### src/rtl/filt_feed_ctrl_if.sv
// filt_feed_ctrl_if: upstream sample handshake into the filter feeder.
// Signals: s_valid/s_data (producer -> feeder), s_ready (feeder -> producer).
interface filt_feed_ctrl_if;
    logic               s_valid;
    logic signed [17:0] s_data;
    logic               s_ready;

    modport master (
        output s_valid,
        output s_data,
        input  s_ready
    );

    modport slave (
        input  s_valid,
        input  s_data,
        output s_ready
    );
endinterface

### src/rtl/filt_feed_ctrl.sv
// filt_feed_ctrl: input FIFO plus IDLE/RUN/FLUSH sequencer feeding a
// fixed-latency filter; a tag pipeline marks which filter outputs are real.
// Ports: clk; reset (sync, active-high); s (slave: s_valid, s_data, s_ready);
// flush_req; x_in (to filter); y (from filter); y_out/y_valid (registered
// filter output and its qualifier); busy; underrun pulse; underrun_cnt.
module filt_feed_ctrl #(
    parameter int DEPTH     = 8,
    parameter int PRIME     = 4,
    parameter int LATENCY   = 4,
    parameter int FLUSH_LEN = 21
) (
    input  logic               clk,
    input  logic               reset,
    filt_feed_ctrl_if.slave    s,
    input  logic               flush_req,
    output logic signed [17:0] x_in,
    input  logic signed [17:0] y,
    output logic signed [17:0] y_out,
    output logic               y_valid,
    output logic               busy,
    output logic               underrun,
    output logic [15:0]        underrun_cnt
);

    localparam int AW = $clog2(DEPTH);
    localparam int CW = AW + 1;
    localparam int FW = $clog2(FLUSH_LEN + 1);

    typedef enum logic [1:0] {
        IDLE,
        RUN,
        FLUSH
    } state_t;

    state_t             state_q;
    logic signed [17:0] mem [DEPTH];
    logic [AW-1:0]      wr_ptr_q;
    logic [AW-1:0]      rd_ptr_q;
    logic [CW-1:0]      count_q;
    logic [CW-1:0]      count_d;
    logic [FW-1:0]      flush_cnt_q;
    logic signed [17:0] x_q;
    logic               tag_q;
    logic [LATENCY-1:0] tag_sr_q;
    logic signed [17:0] y_out_q;
    logic               y_valid_q;
    logic               underrun_q;
    logic [15:0]        ucnt_q;

    logic ready_w;
    logic push_w;
    logic pop_w;
    logic flush_go_w;

    // Ready depends on registered state only, so a full FIFO never takes
    // a word even on a cycle where it also pops.
    always_comb begin
        ready_w    = (count_q < CW'(DEPTH)) && (state_q != FLUSH);
        push_w     = s.s_valid && ready_w;
        flush_go_w = flush_req && (state_q != FLUSH);
        pop_w      = (state_q == RUN) && (count_q != '0) && !flush_go_w;
        if (flush_go_w) begin
            count_d = '0;
        end else begin
            count_d = count_q + CW'(push_w) - CW'(pop_w);
        end
    end

    always_ff @(posedge clk) begin
        if (push_w) begin
            mem[wr_ptr_q] <= s.s_data;
        end
    end

    always_ff @(posedge clk) begin
        if (reset) begin
            state_q     <= IDLE;
            wr_ptr_q    <= '0;
            rd_ptr_q    <= '0;
            count_q     <= '0;
            flush_cnt_q <= '0;
            x_q         <= '0;
            tag_q       <= 1'b0;
            tag_sr_q    <= '0;
            y_out_q     <= '0;
            y_valid_q   <= 1'b0;
            underrun_q  <= 1'b0;
            ucnt_q      <= '0;
        end else begin
            count_q    <= count_d;
            underrun_q <= 1'b0;
            y_out_q    <= y;
            // Tag rides alongside x_in through the filter latency.
            tag_sr_q   <= (tag_sr_q << 1) | LATENCY'(tag_q);
            y_valid_q  <= tag_sr_q[LATENCY-1];
            if (push_w) begin
                wr_ptr_q <= wr_ptr_q + AW'(1);
            end
            if (pop_w) begin
                rd_ptr_q <= rd_ptr_q + AW'(1);
            end

            if (flush_go_w) begin
                // Flush wins over every other transition and drops the queue.
                wr_ptr_q    <= '0;
                rd_ptr_q    <= '0;
                x_q         <= '0;
                tag_q       <= 1'b0;
                flush_cnt_q <= FW'(FLUSH_LEN - 1);
                state_q     <= FLUSH;
            end else begin
                unique case (state_q)
                    IDLE: begin
                        x_q   <= '0;
                        tag_q <= 1'b0;
                        if (count_q >= CW'(PRIME)) begin
                            state_q <= RUN;
                        end
                    end
                    RUN: begin
                        if (pop_w) begin
                            x_q   <= mem[rd_ptr_q];
                            tag_q <= 1'b1;
                        end else begin
                            x_q        <= '0;
                            tag_q      <= 1'b0;
                            underrun_q <= 1'b1;
                            if (ucnt_q != 16'hFFFF) begin
                                ucnt_q <= ucnt_q + 16'd1;
                            end
                            state_q <= IDLE;
                        end
                    end
                    FLUSH: begin
                        x_q   <= '0;
                        tag_q <= 1'b0;
                        // Counter was loaded with FLUSH_LEN-1 on entry, so
                        // FLUSH lasts FLUSH_LEN cycles in total.
                        if (flush_cnt_q == '0) begin
                            state_q <= IDLE;
                        end else begin
                            flush_cnt_q <= flush_cnt_q - FW'(1);
                        end
                    end
                    default: begin
                        state_q <= IDLE;
                    end
                endcase
            end
        end
    end

    assign s.s_ready    = ready_w;
    assign x_in         = x_q;
    assign y_out        = y_out_q;
    assign y_valid      = y_valid_q;
    assign busy         = (state_q != IDLE);
    assign underrun     = underrun_q;
    assign underrun_cnt = ucnt_q;

endmodule

### src/flat_wrapper.sv
// flat-port wrapper written by rule: the top's interface ports become plain ports
module filt_feed_ctrl_flat 
#(
    parameter int DEPTH     = 8,
    parameter int PRIME     = 4,
    parameter int LATENCY   = 4,
    parameter int FLUSH_LEN = 21
)
  (clk, reset, flush_req, x_in, y, y_out, y_valid, busy, underrun, underrun_cnt, s_s_valid, s_s_data, s_s_ready);
  filt_feed_ctrl_if s_i ();
  input  logic clk;
  input  logic reset;
  input  logic flush_req;
  output logic signed [17:0] x_in;
  input  logic signed [17:0] y;
  output logic signed [17:0] y_out;
  output logic y_valid;
  output logic busy;
  output logic underrun;
  output logic [15:0] underrun_cnt;
  input wire logic [$bits(s_i.s_valid)-1:0] s_s_valid;
  input wire logic [$bits(s_i.s_data)-1:0] s_s_data;
  output wire logic [$bits(s_i.s_ready)-1:0] s_s_ready;
  assign s_i.s_valid = s_s_valid;
  assign s_i.s_data = s_s_data;
  assign s_s_ready = s_i.s_ready;
  filt_feed_ctrl #(.DEPTH(DEPTH), .PRIME(PRIME), .LATENCY(LATENCY), .FLUSH_LEN(FLUSH_LEN)) u_core (.clk(clk), .reset(reset), .s(s_i), .flush_req(flush_req), .x_in(x_in), .y(y), .y_out(y_out), .y_valid(y_valid), .busy(busy), .underrun(underrun), .underrun_cnt(underrun_cnt));
endmodule
### config.mk
export PLATFORM = sky130hd
export DESIGN_NAME = filt_feed_ctrl_flat
export DESIGN_NICKNAME = d
export VERILOG_FILES = /design/src/rtl/filt_feed_ctrl_if.sv /design/src/rtl/filt_feed_ctrl.sv /design/src/flat_wrapper.sv
export SDC_FILE = /design/constraint.sdc
export NUM_CORES = 1
export LEC_CHECK = 0
export ABC_AREA = 0
export CAP_MARGIN = 5
export CELL_PAD_IN_SITES_DETAIL_PLACEMENT = 0
export CELL_PAD_IN_SITES_GLOBAL_PLACEMENT = 2
export CORE_UTILIZATION = 37
export CTS_CLUSTER_DIAMETER = 120
export DETAILED_ROUTE_END_ITERATION = 7
export PLACE_DENSITY_LB_ADDON = 0.1
export SYNTH_ARGS = -nofsm -noshare
export SYNTH_HDL_FRONTEND = slang
export SYNTH_SLANG_ARGS = --single-unit
### constraint.sdc
create_clock -name clk -period 2.95 [get_ports clk]
set_clock_uncertainty 0.1 [all_clocks]
set_input_delay 0.59 -clock clk [delete_from_list [all_inputs] [get_ports clk]]
set_output_delay 0.59 -clock clk [all_outputs]
set_load 0.03 [all_outputs]
# Word level (Yosys, flattened, before mapping)
# Memory sizes are Yosys's and may differ from the RTL's. A register that Yosys moved wholly into a read port is not among the register bits.
# Cells that the tools add are included.
# op_classes
addsub	6
n_mul	0
n_div	0
order_cmp	2
n_eq_ne	11
n_shift	0
mux	17
bitwise	5
reduce_logical	20
# op_table
cell	n
$pmux W18 S2	1
$mux W18	1
$add A16 B1 Y16 const B	1
$ne A16 B16 Y1 const B	1
$mux W5	3
$mux W2	4
$add A3 B1 Y3 const B	2
$mux W3	2
$ne A2 B1 Y1 const B	3
$ne A3 B1 Y1 const B	2
$pmux W2 S3	1
$reduce_and A3 Y1	2
$reduce_bool A2 Y1	3
$logic_and A1 B1 Y1	5
$logic_not A5 Y1	1
$sub A5 B1 Y5 const B	1
$add A4 B1 Y4	1
$ge A4 B3 Y1 const B	1
$lt A4 B4 Y1 const B	1
$mux W1	4
$ne A2 B2 Y1 const B	2
$not A1 Y1	4
$or A4 B1 Y4	1
$reduce_and A2 Y1	2
other kinds (11)	12
# word_totals
regBits	76
latchBits	0
ram_bits	144
mem_bits_ro	0
inputBits	40
out_inout_bits	56
elab_cells	76
memories	1
# memory_table
memory	depth	word_bits	rd	rd_ports_with_merged_regs	write_ports	line	rtl
u_core.mem	8	18	1	1	1	filt_feed_ctrl.sv:36	logic signed [17:0] mem [DEPTH];

# Depth between registers and ports, before layout
# Gate-level depths: netlist of the first run.
# depth
word_depth	7
ltp_mapped	13

# Worst setup path after synthesis of the first run
# Ideal clock, no wire load.
# synth_path
path_kind	in2reg
start	input s_s_valid
end	memory u_core.mem[0][0], enable pin
setup_ns	0.416
t_arrival_ns	2.310
required_time_ns	2.434
slack_ns	0.124
stages	4
n_path_buf	1
path_cell_list	and3_1 clkbuf_1 nand2b_1 nor3_1
# synth_between
elab_chain_len	3
# synth_lines
item	line	rtl
start, declared	flat_wrapper.sv:21	input wire logic [$bits(s_i.s_valid)-1:0] s_s_valid;
$logic_and A1 B1 Y1	filt_feed_ctrl.sv:59	push_w = s.s_valid && ready_w;
net u_core.push_w	filt_feed_ctrl.sv:51	logic push_w;
$mux W1	filt_feed_ctrl.sv:70	if (push_w) begin
$mux W1 (not written as such)	filt_feed_ctrl.sv:71	mem[wr_ptr_q] <= s.s_data;
end, declared	filt_feed_ctrl.sv:36	
# The timed path passes the listed nets, and every way through them passes these cells.

# Final worst setup path of the first run
# layout_path
start	register u_core.state_q[1]
end	output s_s_ready
# layout_between
elab_chain_len	2
# layout_lines
item	line	rtl
start, declared	filt_feed_ctrl.sv:35	state_t state_q;
start signal, assigned	filt_feed_ctrl.sv:77	state_q <= IDLE;
start signal, assigned	filt_feed_ctrl.sv:110	state_q <= FLUSH;
start signal, assigned	filt_feed_ctrl.sv:117	state_q <= RUN;
$ne A2 B2 Y1	filt_feed_ctrl.sv:58	ready_w = (count_q < CW'(DEPTH)) && (state_q != FLUSH);
$logic_and A1 B1 Y1	filt_feed_ctrl.sv:58	
end, declared	flat_wrapper.sv:23	output wire logic [$bits(s_i.s_ready)-1:0] s_s_ready;
# Every way passes these cells.

==> impl_metrics.ini, run 1 <==
[outcome]
status = complete, no violations

[synthesis]
ys_ff_latch = 223
synth_top_area_share_pct = 50.5
syn_nets = 588
synthTopCellsByArea = edfxtp_1 50%, dfxtp_1 18%, mux4_2 9.5%
synth.largest_area_cell = edfxtp_1
synthesis.area_sq_um = 8570
seq_area_frac_synth_pct = 68.9
yosysWarnings = 0
synth.distinct_cells = 51
syn_area_per_cell_sq_um = 15.9
syn_inst = 538

[cts]
ctsHoldBuffers = 0
clk_pin_slew_worst_paths_ns = 0.06
clkLatencyLatePin_ns = 0.52
ctsResizeCount = 0
numCtsBuffers = 25
cts_max_level = 1
clockBufferDepth = 3
root_buffer = clkbuf_16
cts_setup_buffers = 0
clock_sinks = 223
cts_tree = done

[sta]
worst_pin_slew_ns = 0.888
fmax_mhz = 362
slew_headroom_pct = 40.8
finalCritPeriodShare_pct = 93.7
rsz0062_at_grt = false
tns_ns = 0
post-route-min-period_ns = 2.76
drv_slew = 0
setup_viol = 0
finalHoldViolCount = 0
finalHoldWorstSlack_ns = 0.332

[routing]
vias = 4889
ant_nets = 0
via_per_inst = 5.14
drtIter0Drc = 242
wirelength_mm = 18.0
dr.pass1.iters = 4
post_drt_wl_per_cell_microns = 18.9
route.detailed.drc = 0

[critical_path]
crit_required_ns = 2.26
crit_fanout = 7
worst_path_largest_cell_delay_ns = 0.61
worstSetupEndpointType = output port
critPathArrivalTime_ns = 2.07
worstSetupPathType = flip-flop to output port
critPathBufInv = 1
cp_slowest_cell = clkdlybuf4s50_1
path_delay_family = buffers and inverters
worstSetupStartpointType = flip-flop
crit_chain = nor2b_1 > nor2_1 > clkdlybuf4s50_1

[cells_and_area]
final_util_pct = 47.7
multiInputGateArea_sq_um = 2470
stdcell_count = 952
drive_above_1_share_pct = 19.3
syn_to_final_growth_pct = 26.3
num-fill-cells = 1985
n_antenna_cell = 0
final_nets = 698
seqCellArea_sq_um = 5910

[floorplan]
die_w_microns = 154
fp-row-count = 55
start_util_pct = 37.7
design.core.area_sq_um = 22700
die-area_sq_um = 23800
io_pins = 96
die_y_microns = 154

[power_and_ir_drop]
power_mw = 6.95
p_leak_nw = 3.55
ir_drop_v = 0.000454
powerDensity_nw_per_um2 = 642

[grt]
grt_max_degree = 46
grt_pass1_vias = 5046
globalRouteOverflowTotal = 0
grt_use_total_pct = 15.6
antenna_found_initial = 1
grt_pass1_wl_mm = 28.7

[hold_path]
min_path_type = flip-flop to flip-flop

[flow_run]
maxCapViolCount = 0

[placed_design]
placed_cells = 906
dp_hpwl_mm = 10.9
io_buffers = 95
gp_congestion = 0.770
==> per-layer routing <==
metal	global-route usage, %	wire length, microns	up-vias
met5	0	11	-
met4	4.38	333	2
met3	2.77	730	33
met2	27.4	8990	125
met1	19.8	7940	2447
li1	-	-	2282
==> cells in the mapped netlist (all sizes together) <==
cell type / n
nand4: 9
and3: 3
a311oi: 1
or2: 1
a21o: 1
o211a: 1
ha: 9
nor3b: 2
and4: 3
mux2i: 3
inv: 11
and2: 2
buf: 10
nor3: 5
or4b: 1
xnor2: 3
nor2: 49
a21oi: 16
clkbuf: 18
or4: 8
xor2: 5
a2111o: 1
nand2: 14
fa: 1
mux4: 36
nor4: 3
mux2: 23
nand3b: 1
dfxtp: 79
nand3: 9
nor2b: 30
o31a: 1
o31ai: 5
nand2b: 5
a22oi: 18
o41ai: 3
edfxtp: 144
o21a: 1
o21ai: 1
a211oi: 2
==> state kept, by name (all words and copies together), names as in the netlist, named ones only <==
| register | cells |
|---|---|
| u_core.y_valid | 1 |
| u_core.flush_cnt_q | 5 |
| u_core.state_q | 2 |
| u_core.x_in | 18 |
| u_core.count_q | 4 |
| u_core.tag_sr_q | 4 |
| u_core.underrun | 1 |
| u_core.wr_ptr_q | 3 |
| u_core.rd_ptr_q | 3 |
| u_core.mem | 144 |
| u_core.y_out | 18 |
| u_core.tag_q | 1 |
| u_core.underrun_cnt | 16 |
==> path summary, 6_finish.rpt <==
kind                                                       to                      startpoint  cells after the start  slack, ns
worst max-delay path                                s_s_ready  u_core.state_q[1]$_SDFFE_PP0P_                      3       0.19
worst min-delay path            u_core.tag_sr_q[2]$_SDFF_PP0_   u_core.tag_sr_q[1]$_SDFF_PP0_                      1       0.33
worst max register to register   u_core.count_q[2]$_SDFF_PP0_    u_core.count_q[3]$_SDFF_PP0_                     11       0.61
worst min register to register  u_core.tag_sr_q[2]$_SDFF_PP0_   u_core.tag_sr_q[1]$_SDFF_PP0_                      1       0.33
==> layout by cell type (no fill, tap or decap), drive strengths merged, types with 2 or more instances in the layout <==
cell type	instances
o31ai	5
nand2b	5
a211oi	2
o41ai	3
nor2b	30
clkinv	6
or4	8
bufinv	2
xor2	5
nor3b	2
buf	17
nor4	3
dfxtp	79
nor3	5
a22oi	18
mux2i	3
and4	3
ha	9
nand2	14
edfxtp	144
and2	2
mux4	36
nand3	9
nor2	49
inv	13
clkbuf	36
mux2	23
clkdlybuf4s50	94
xnor2	3
a21oi	16
nand4	9
and3	3
==> stage by stage <==
step	instance area, sq um	setup WS [ns]
finish	10800	0.185
global route	10800	0.0491
CTS	10800	0.154
detailed placement	9960	0.176
global placement	9960	0.188
floorplan	8570	0.124
==> cell families after synthesis <==
| group | Yosys count | share of synthesized area [%] |
|---|---|---|
| compound gates | 51 | 4.13 |
| simple gates | 145 | 9.37 |
| buf+inv | 39 | 2.39 |
| mux | 62 | 12.8 |
| fa+ha+maj | 10 | 1.55 |
| xor+xnor | 8 | 0.818 |
| flops | 223 | 68.9 |
==> worst reg2reg max path, delay by kind of cell, from the launching register on <==
family / cells / cell delay, ns
XOR/XNOR: 1 / 0.16
buffers and inverters: 3 / 0.19
adder cells (fa/ha/maj): 4 / 1.00
AND/OR/NAND/NOR: 3 / 0.43
flip-flops: 1 / 0.31
==> where the power goes <==
| group | total (mW) | switching [mW] | internal, mW |
|---|---|---|---|
| registers | 3.41 | 0.0231 | 3.39 |
| logic | 0.360 | 0.190 | 0.170 |
| clock network | 3.18 | 1.23 | 1.95 |
| total | 6.95 | 1.45 | 5.51 |
==> cell type report <==
cell class / count / area share, %
Clock buffer: 36 / 6.91
Clock inverter: 10 / 1.11
Inverter: 11 / 0.381
Multi-Input combinational cell: 276 / 22.8
Sequential cell: 223 / 54.6
Tap cell: 285 / 3.29
Timing Repair Buffer: 111 / 10.9
Note: power is estimated with default switching activity, not from simulation.
==> run 2: changes to the inputs <==
- CORE_MARGIN: unset -> 3
==> impl_metrics.ini, run 2 (synthesis gave the netlist of run 1 again) <==
[power_and_ir_drop]
p_leak_nw = 3.49
ir_drop_v = 0.000381
p_comb_share_pct = 5.4
p_switching_mw = 1.42
p_sw_share_pct = 21.3
seqPwrFrac_pct = 51.1
p_int_mw = 5.25
powerDensity_nw_per_um2 = 623
p_clk_share_pct = 43.4

[routing]
route.detailed.drc = 0
vias = 4823
via_per_inst = 5.06
dr.pass1.iters = 6
wirelength_mm = 18.2
ant_nets = 0
drtIter0Drc = 248
post_drt_wl_per_cell_microns = 19.1

[critical_path]
r2r_cells = 11
crit_required_ns = 2.26
worstSetupStartpointType = flip-flop
cp_slowest_cell = clkdlybuf4s50_1
r2r-end = u_core.count_q[2]$_SDFF_PP0_
rrSetupSlack_ns = 0.57
path_delay_family = buffers and inverters
critPathBufInv = 1
worstSetupPathType = flip-flop to output port
worstReg2RegStart = u_core.count_q[3]$_SDFF_PP0_
worstSetupEndpointType = output port
crit_fanout = 7
worst_path_largest_cell_delay_ns = 0.60
critPathArrivalTime_ns = 1.93
crit_chain = nor2b_2 > nor2_1 > clkdlybuf4s50_1

[grt]
grt_pass1_wl_mm = 28.8
grt_max_degree = 46
grt_pass1_vias = 4974
antenna_found_initial = 0
globalRouteOverflowTotal = 0
grt_use_total_pct = 14.9

[hold_path]
whs_endpoint = u_core.tag_sr_q[2]$_SDFF_PP0_
min_from = u_core.tag_sr_q[1]$_SDFF_PP0_
min_delay_path_depth = 1
min_path_type = flip-flop to flip-flop

[placed_design]
io_buffers = 95
gp_congestion = 0.713
pre_cts_ws_ns = 0.164
dp_hpwl_mm = 10.9

[floorplan]
design.core.area_sq_um = 22700
die_w_microns = 158
io_pins = 96
die_y_microns = 158
fp-row-count = 55
die-area_sq_um = 25000
start_util_pct = 37.7

[sta]
finalHoldWorstSlack_ns = 0.332
drv_slew = 0
post-route-min-period_ns = 2.62
finalCritPeriodShare_pct = 88.9
setup_ws_ns = 0.329
finalHoldViolCount = 0
fmax_mhz = 382
setup_viol = 0
rsz0062_at_grt = false
worst_pin_slew_ns = 0.590
tns_ns = 0
slew_headroom_pct = 60.5

[cells_and_area]
syn_to_final_growth_pct = 25.0
n_antenna_cell = 0
drive_above_1_share_pct = 19.0
final_nets = 700
largest_register = u_core.mem
largest_reg_flops = 144
layout_common_cells = 144 x edfxtp_1, 94 x clkdlybuf4s50_1, 78 x dfxtp_1
final_common_cell = edfxtp_1

[cts]
clockBufferDepth = 3
numCtsBuffers = 25
clock_sinks = 223
ctsHoldBuffers = 0
cts_tree = done
clkLatencyLatePin_ns = 0.51
root_buffer = clkbuf_16
clk_pin_slew_worst_paths_ns = 0.06
cts_max_level = 1

[flow_run]
maxCapViolCount = 0

[outcome]
status = complete, no violations
run 2: changes by cell type in the layout (fill, tap and decap cells not counted):
cell        previous run  this run
buf_4                  7        12
clkinv_1               1         6
clkbuf_8               6         2
buf_12                 9         6
clkinvlp_4             0         3
clkinv_2               5         3
inv_6                  0         2
bufinv_16              2         1
clkbuf_16             26        25
inv_16                 1         0
inv_8                  1         0
nor2b_1               29        28
nor2b_2                1         2
run 2: power groups by stage:
| stage | clock, mW | sequential, mW | combinational, mW |
|---|---|---|---|
| 6_report | 2.90 | 3.41 | 0.362 |
| 5_1_grt | 3.13 | 3.41 | 0.397 |
| 4_1_cts | 3.01 | 3.41 | 0.370 |
| 3_5_place_dp | 0 | 3.48 | 0.368 |
| 3_3_place_gp | 0 | 3.47 | 0.362 |
| 2_1_floorplan | 0 | 3.50 | 0.169 |
run 2: layout make-up:
type	count	area [sq um]
fill	2005	12000
multi-input combinational	276	2470
tap	285	357
inverter	11	41.3
clock inverter	15	108
timing repair buffer	113	1160
sequential	223	5910
clock buffer	31	668
run 2: timing repair:
| item | CTS | global route |
|---|---|---|
| endpoints found under the hold margin | 0 | 0 |
| buffers inserted | 0 | 0 |
| setup endpoints to repair | 0 | 1 |
| resized for setup | 0 | 1 |
run 2: routing by layer:
layer | global-route usage [%] | up-vias | wire length (microns)
met3 | 2.84 | 26 | 824
li1 | - | 2278 | -
met2 | 25.2 | 100 | 9150
met4 | 3.89 | 0 | 299
met5 | 0 | - | 0
met1 | 19.7 | 2419 | 7910
run 2: how the worst max path moves through the flow:
| stage | cells after the start | start | to | slack (ns) |
|---|---|---|---|---|
| 6_report | 3 | u_core.state_q[1]$_SDFFE_PP0P_ | s_s_ready | 0.33 |
| 5_1_grt | 3 | u_core.state_q[1]$_SDFFE_PP0P_ | s_s_ready | 0.16 |
| 4_1_cts | 3 | u_core.state_q[1]$_SDFFE_PP0P_ | s_s_ready | 0.13 |
| 3_5_place_dp | 10 | flush_req | u_core.count_q[2]$_SDFF_PP0_ | 0.16 |
| 3_3_place_gp | 10 | flush_req | u_core.count_q[2]$_SDFF_PP0_ | 0.19 |
| 2_1_floorplan | 4 | s_s_valid | u_core.mem[0][0]$_DFFE_PP_ | 0.12 |
run 2: metrics by stage:
stage          instances  total power [mW]  area, sq um  utilization (%)
2_1_floorplan        538              3.67         8570                -
3_3_place_gp         908              3.83         9930             43.7
3_5_place_dp         908              3.84         9930             43.7
4_1_cts              954              6.79        10700             47.2
5_1_grt              954              6.94        10700             47.2
6_report             954              6.67        10700             47.2
==> run 3: changes to the inputs <==
- PLACE_DENSITY_LB_ADDON: 0.1 -> 0.2
==> impl_metrics.ini, run 3 (synthesis gave the netlist of run 1 again) <==
[outcome]
status = complete, no violations

[placed_design]
gp_congestion = 0.732
dp_hpwl_mm = 10.4
pre_cts_ws_ns = 0.111
io_buffers = 95
placed_cell_area_sq_um = 9940

[routing]
post_drt_wl_per_cell_microns = 19.0
vias = 4892
dr.pass1.iters = 4
ant_nets = 0
drtIter0Drc = 248
wirelength_mm = 18.1
via_per_inst = 5.14
route.detailed.drc = 0

[sta]
fmax_mhz = 363
worst_pin_slew_ns = 0.594
rsz0062_at_grt = false
tns_ns = 0
finalHoldViolCount = 0
finalCritPeriodShare_pct = 93.3
setup_ws_ns = 0.198
finalHoldWorstSlack_ns = 0.333
slew_headroom_pct = 60.1
setup_viol = 0
drv_slew = 0
post-route-min-period_ns = 2.75

[grt]
antenna_found_initial = 0
grt_max_degree = 46
grt_pass1_wl_mm = 28.5
globalRouteOverflowTotal = 0
grt_pass1_vias = 5053
grt_use_total_pct = 14.6

[floorplan]
die-area_sq_um = 25000
start_util_pct = 37.7
io_pins = 96
die_y_microns = 158
design.core.area_sq_um = 22700
fp-row-count = 55
die_w_microns = 158

[cells_and_area]
num-fill-cells = 1989
layout_common_cells = 144 x edfxtp_1, 94 x clkdlybuf4s50_1, 78 x dfxtp_1
final_common_cell = edfxtp_1
syn_to_final_growth_pct = 25.5
largest_register = u_core.mem
postLayoutCellArea_sq_um = 10800
seqCellArea_sq_um = 5910
final_nets = 698
drive_above_1_share_pct = 18.5
largest_reg_flops = 144
n_antenna_cell = 0
multiInputGateArea_sq_um = 2470

[cts]
clkLatencyLatePin_ns = 0.51
cts_max_level = 1
ctsResizeCount = 0
cts_setup_buffers = 0
root_buffer = clkbuf_16
numCtsBuffers = 25
ctsHoldBuffers = 0
clk_pin_slew_worst_paths_ns = 0.06
clock_sinks = 223
clockBufferDepth = 3
cts_tree = done

[critical_path]
worstSetupEndpointType = output port
worstSetupStartpointType = flip-flop
worstSetupPathType = flip-flop to output port
startpoint = u_core.state_q[1]$_SDFFE_PP0P_
rrSetupSlack_ns = 0.58
critPathArrivalTime_ns = 2.06
crit_required_ns = 2.26
worstReg2RegStart = u_core.count_q[3]$_SDFF_PP0_
r2r-end = u_core.count_q[2]$_SDFF_PP0_
r2r_cells = 11
crit_fanout = 7

[hold_path]
min_from = u_core.tag_sr_q[3]$_SDFF_PP0_
min_delay_path_depth = 1
min_path_type = flip-flop to flip-flop
whs_endpoint = u_core.y_valid$_SDFF_PP0_

[flow_run]
maxCapViolCount = 0

[power_and_ir_drop]
p_leak_nw = 3.50
ir_drop_v = 0.000409
powerDensity_nw_per_um2 = 632
run 3: changes by cell type in the layout (fill, tap and decap cells not counted):
cell,delta
nor2b_1,+1
clkinvlp_4,-2
bufinv_16,+1
buf_12,+2
nor2b_2,-1
inv_6,-2
clkinv_4,+1
buf_4,-4
clkinv_2,-2
clkinv_1,-4
clkbuf_8,+3
clkbuf_1,+4
run 3: how the worst max path moves through the flow:
| stage | end | slack [ns] | cells past startpoint |
|---|---|---|---|
| final | s_s_ready | 0.20 | 3 |
| after CTS | s_s_ready | 0.14 | 3 |
| after detailed placement | u_core.count_q[2]$_SDFF_PP0_ | 0.11 | 10 |
| after global routing | s_s_ready | 0.01 | 3 |
| after floorplan | u_core.mem[0][0]$_DFFE_PP_ | 0.12 | 4 |
| after global placement | u_core.count_q[2]$_SDFF_PP0_ | 0.18 | 10 |
run 3: power breakdown:
group	switching [mW]	leakage (nW)	internal [mW]
clock network	1.17	0.393	1.86
registers	0.0220	1.95	3.39
logic	0.189	1.16	0.169
run 3: layout make-up:
cell class              count  share of cell area [%]
clock buffers              38                    6.73
clock inverters             7                   0.826
inverters                  11                   0.384
multi-input cells         276                    23.0
flip-flops and latches    223                    54.9
well taps                 285                    3.32
repair buffers            111                    10.8
run 3: layer usage:
metal	part of all wire, %	track usage, %	wire [microns]
met5	0	0	0
met4	1.9	3.81	337
met3	5.8	3.09	1050
met2	49	24.5	8780
met1	44	19.4	7930
run 3: metrics by stage:
| stage | util, % | instances | power, mW |
|---|---|---|---|
| floorplan | - | 538 | 3.67 |
| global placement | 43.8 | 906 | 3.83 |
| detailed placement | 43.8 | 906 | 3.84 |
| CTS | 47.4 | 951 | 6.91 |
| global route | 47.4 | 951 | 7.07 |
| finish | 47.4 | 951 | 6.79 |
run 3: critical path, stage by stage, from the launching register on:
cell	delay [ns]
dfxtp_1	0.41
nor2b_1	0.45
nor2_1	0.09
clkdlybuf4s50_1	0.61
==> edit, RTL diff (flow settings as in run 2) <==
`DEPTH` is set to 8 in 2 places; all go to 16.
--- a/src/rtl/filt_feed_ctrl.sv
+++ b/src/rtl/filt_feed_ctrl.sv
@@ -4,7 +4,7 @@
 // flush_req; x_in (to filter); y (from filter); y_out/y_valid (registered
 // filter output and its qualifier); busy; underrun pulse; underrun_cnt.
 module filt_feed_ctrl #(
-    parameter int DEPTH     = 8,
+    parameter int DEPTH     = 16,
     parameter int PRIME     = 4,
     parameter int LATENCY   = 4,
     parameter int FLUSH_LEN = 21
--- a/src/flat_wrapper.sv
+++ b/src/flat_wrapper.sv
@@ -1,7 +1,7 @@
 // flat-port wrapper written by rule: the top's interface ports become plain ports
 module filt_feed_ctrl_flat 
 #(
-    parameter int DEPTH     = 8,
+    parameter int DEPTH     = 16,
     parameter int PRIME     = 4,
     parameter int LATENCY   = 4,
     parameter int FLUSH_LEN = 21
Behaviour: no difference found for any inputs over 10 cycles, from zero or initial values and one cycle with reset high; that may be too few to reach the edited logic, so the function may still have changed.
==> edit against run 2 <==
Cell area is 63% higher; clock power grew 68%; count of clock-buffer cells in the layout increased by 30; sequential cell count grew 148; utilization down 0.82 points; wire length up 82%; final cell count rose by 55%; power increased by 68%; synthesized cell count up 49%; setup slack got worse by 0.13 ns; area after synthesis increased by 66%.
==> edit: results (changes against run 2) <==
The layout net count was 994 (+42%). The flip-flop count of the largest register, all copies and words added came out at 288 (+100%). The tools report the number of buffers added by the clock tree synthesis step as 41 (+64%). The placed wire-length estimate is 19300 um (+77%), and the final weighted congestion of routability-driven global placement is 0.7343 (+3.0%).

The number of instances on the worst hold path is 2 (+1), and the share of cells above drive strength 1 is 23.12% (+4.1 points). For the share of synthesized area occupied by flip-flops and latches, the log shows 72.63% (+3.7 points). The logs give 3.04 ns (+1.11 ns) for the endpoint arrival time on the critical path and 2.314 mW (+63%) for the net switching power of the design. The worst-path maximum fanout is 3 (-4), and the final routed wirelength across all metal layers is 33050 um (+82%).

The most critical setup path has its startpoint at u_core.count_q[2]$_SDFF_PP0_. The tools report the number of nets produced by synthesis as 857 (+46%). By count the netlist is led by edfxtp_1 (288), dfxtp_1 (83), mux4_2 (71).

The via count normalized by instance count is 5.080 (+0.49%). By area the synthesized netlist is led by edfxtp_1 (61%), dfxtp_1 (12%), mux4_2 (11%). The run gives 50740 um (+76%) as the global-route wire length before repair.

The area after detailed placement is 16180 sq um (+63%). The logs give 3284 (+64%) for the number of fill cells in the layout and 5.509 nW (+58%) for the leakage power. The maximum number of pins on one net before global-route repair is 44 (-4.3%), and the number of cell instances on the worst register-to-register path is 14 (+3).

The number of antenna violations at the first check in global routing came out at 1 (+1). The flow ran to the end, and the final reports show no timing, DRC or antenna violations. The normalized max-slew margin is 55.82% (-4.6 points), and the share of total power in sequential cells is 51.3% (+0.2 points). The tools report the number of violations reported at the end of detailed-routing iteration 0 as 417 (+68%). For the number of iterations in the first detailed-routing pass, the log shows 5 (-1). The final total power is 11.21 mW (+68%).

The via count of the first global-routing pass is 8196 (+65%). The clock network fraction of design power was 43.6% (+0.2 points); the number of levels the H-tree was split into was 2 (+1). The number of enable-type register cells in the synthesized netlist came out at 288 (+100%).
[edit: cell types whose count changed in the layout (fill, tap and decap cells not counted), moves of 4 or more]
| cell | delta |
|---|---|
| clkinv_1 | -4 |
| a22oi_1 | -17 |
| clkbuf_16 | +17 |
| mux2i_1 | +18 |
| nor2_2 | +12 |
| edfxtp_1 | +144 |
| nor2_1 | -28 |
| ha_1 | +5 |
| nand2_1 | +37 |
| o211ai_1 | +17 |
| buf_12 | +10 |
| mux4_2 | +35 |
| clkbuf_1 | +10 |
| buf_4 | +11 |
[edit: worst max-delay path, cell delays in order, from the launching register on]
cell and delay, ns:
dfxtp_1 0.32, inv_2 0.07, ha_2 0.17, or4b_4 0.46
nand2_1 0.09, inv_1 0.05, ha_1 0.28, inv_1 0.06
ha_1 0.15, inv_1 0.06, fa_2 0.35, nand2b_4 0.15
a21oi_2 0.13, or3_1 0.11, a21oi_1 0.06
[edit: final cells by class]
class,instances,share of cell area [%]
clock inverter,13,0.7436
clock buffer,61,6.699
sequential,371,58.95
inverter,16,0.3432
multi-input combinational,374,21.38
antenna,1,0.01430
timing repair buffer,134,8.222
tap,511,3.653
[edit: per-stage QoR]
step | hold slack, ns | instances | setup slack [ns]
floorplan | 0.3138 | 801 | 0.07835
global placement | 0.3217 | 1406 | -0.1136
detailed placement | 0.3248 | 1406 | -0.1607
CTS | 0.2026 | 1480 | 0.07698
global route | 0.2251 | 1480 | 0.008597
finish | 0.2341 | 1481 | 0.1941
[edit: cell families (layout without fill, tap and decap cells)]
family	count (synthesis)	after routing	synth area share [%]
DFF	371	371	72.63
and+or+nand+nor	172	172	6.258
muxes	113	113	14.41
AOI/OAI and AO/OA	61	61	2.900
buffers and inverters	56	224	1.595
adders and majority gates	16	16	1.463
xor gates and xnor gates	12	12	0.7404
other	0	1	0
[edit: repair_timing]
item,4_1_cts,5_1_grt
gates resized for setup,0,7
endpoints found under the hold margin,0,0
setup endpoints to repair,0,2
[edit: worst paths after layout]
kind	endpoint	slack (ns)
max	u_core.count_q[4]$_SDFF_PP0_	0.19
min	u_core.tag_sr_q[0]$_SDFF_PP0_	0.23
max reg2reg	u_core.count_q[4]$_SDFF_PP0_	0.19
min reg2reg	u_core.tag_sr_q[2]$_SDFF_PP0_	0.33
[edit: metal layers]
layer | vias up | GRT usage, % | routed length, um | part of all wire [%]
met1 | 3898 | 21.25 | 14010 | 42
met3 | 45 | 3.994 | 1862 | 5.6
li1 | 3415 | - | - | -
met5 | - | 0 | 0 | 0
met4 | 0 | 4.834 | 641 | 1.9
met2 | 166 | 27.84 | 16540 | 50
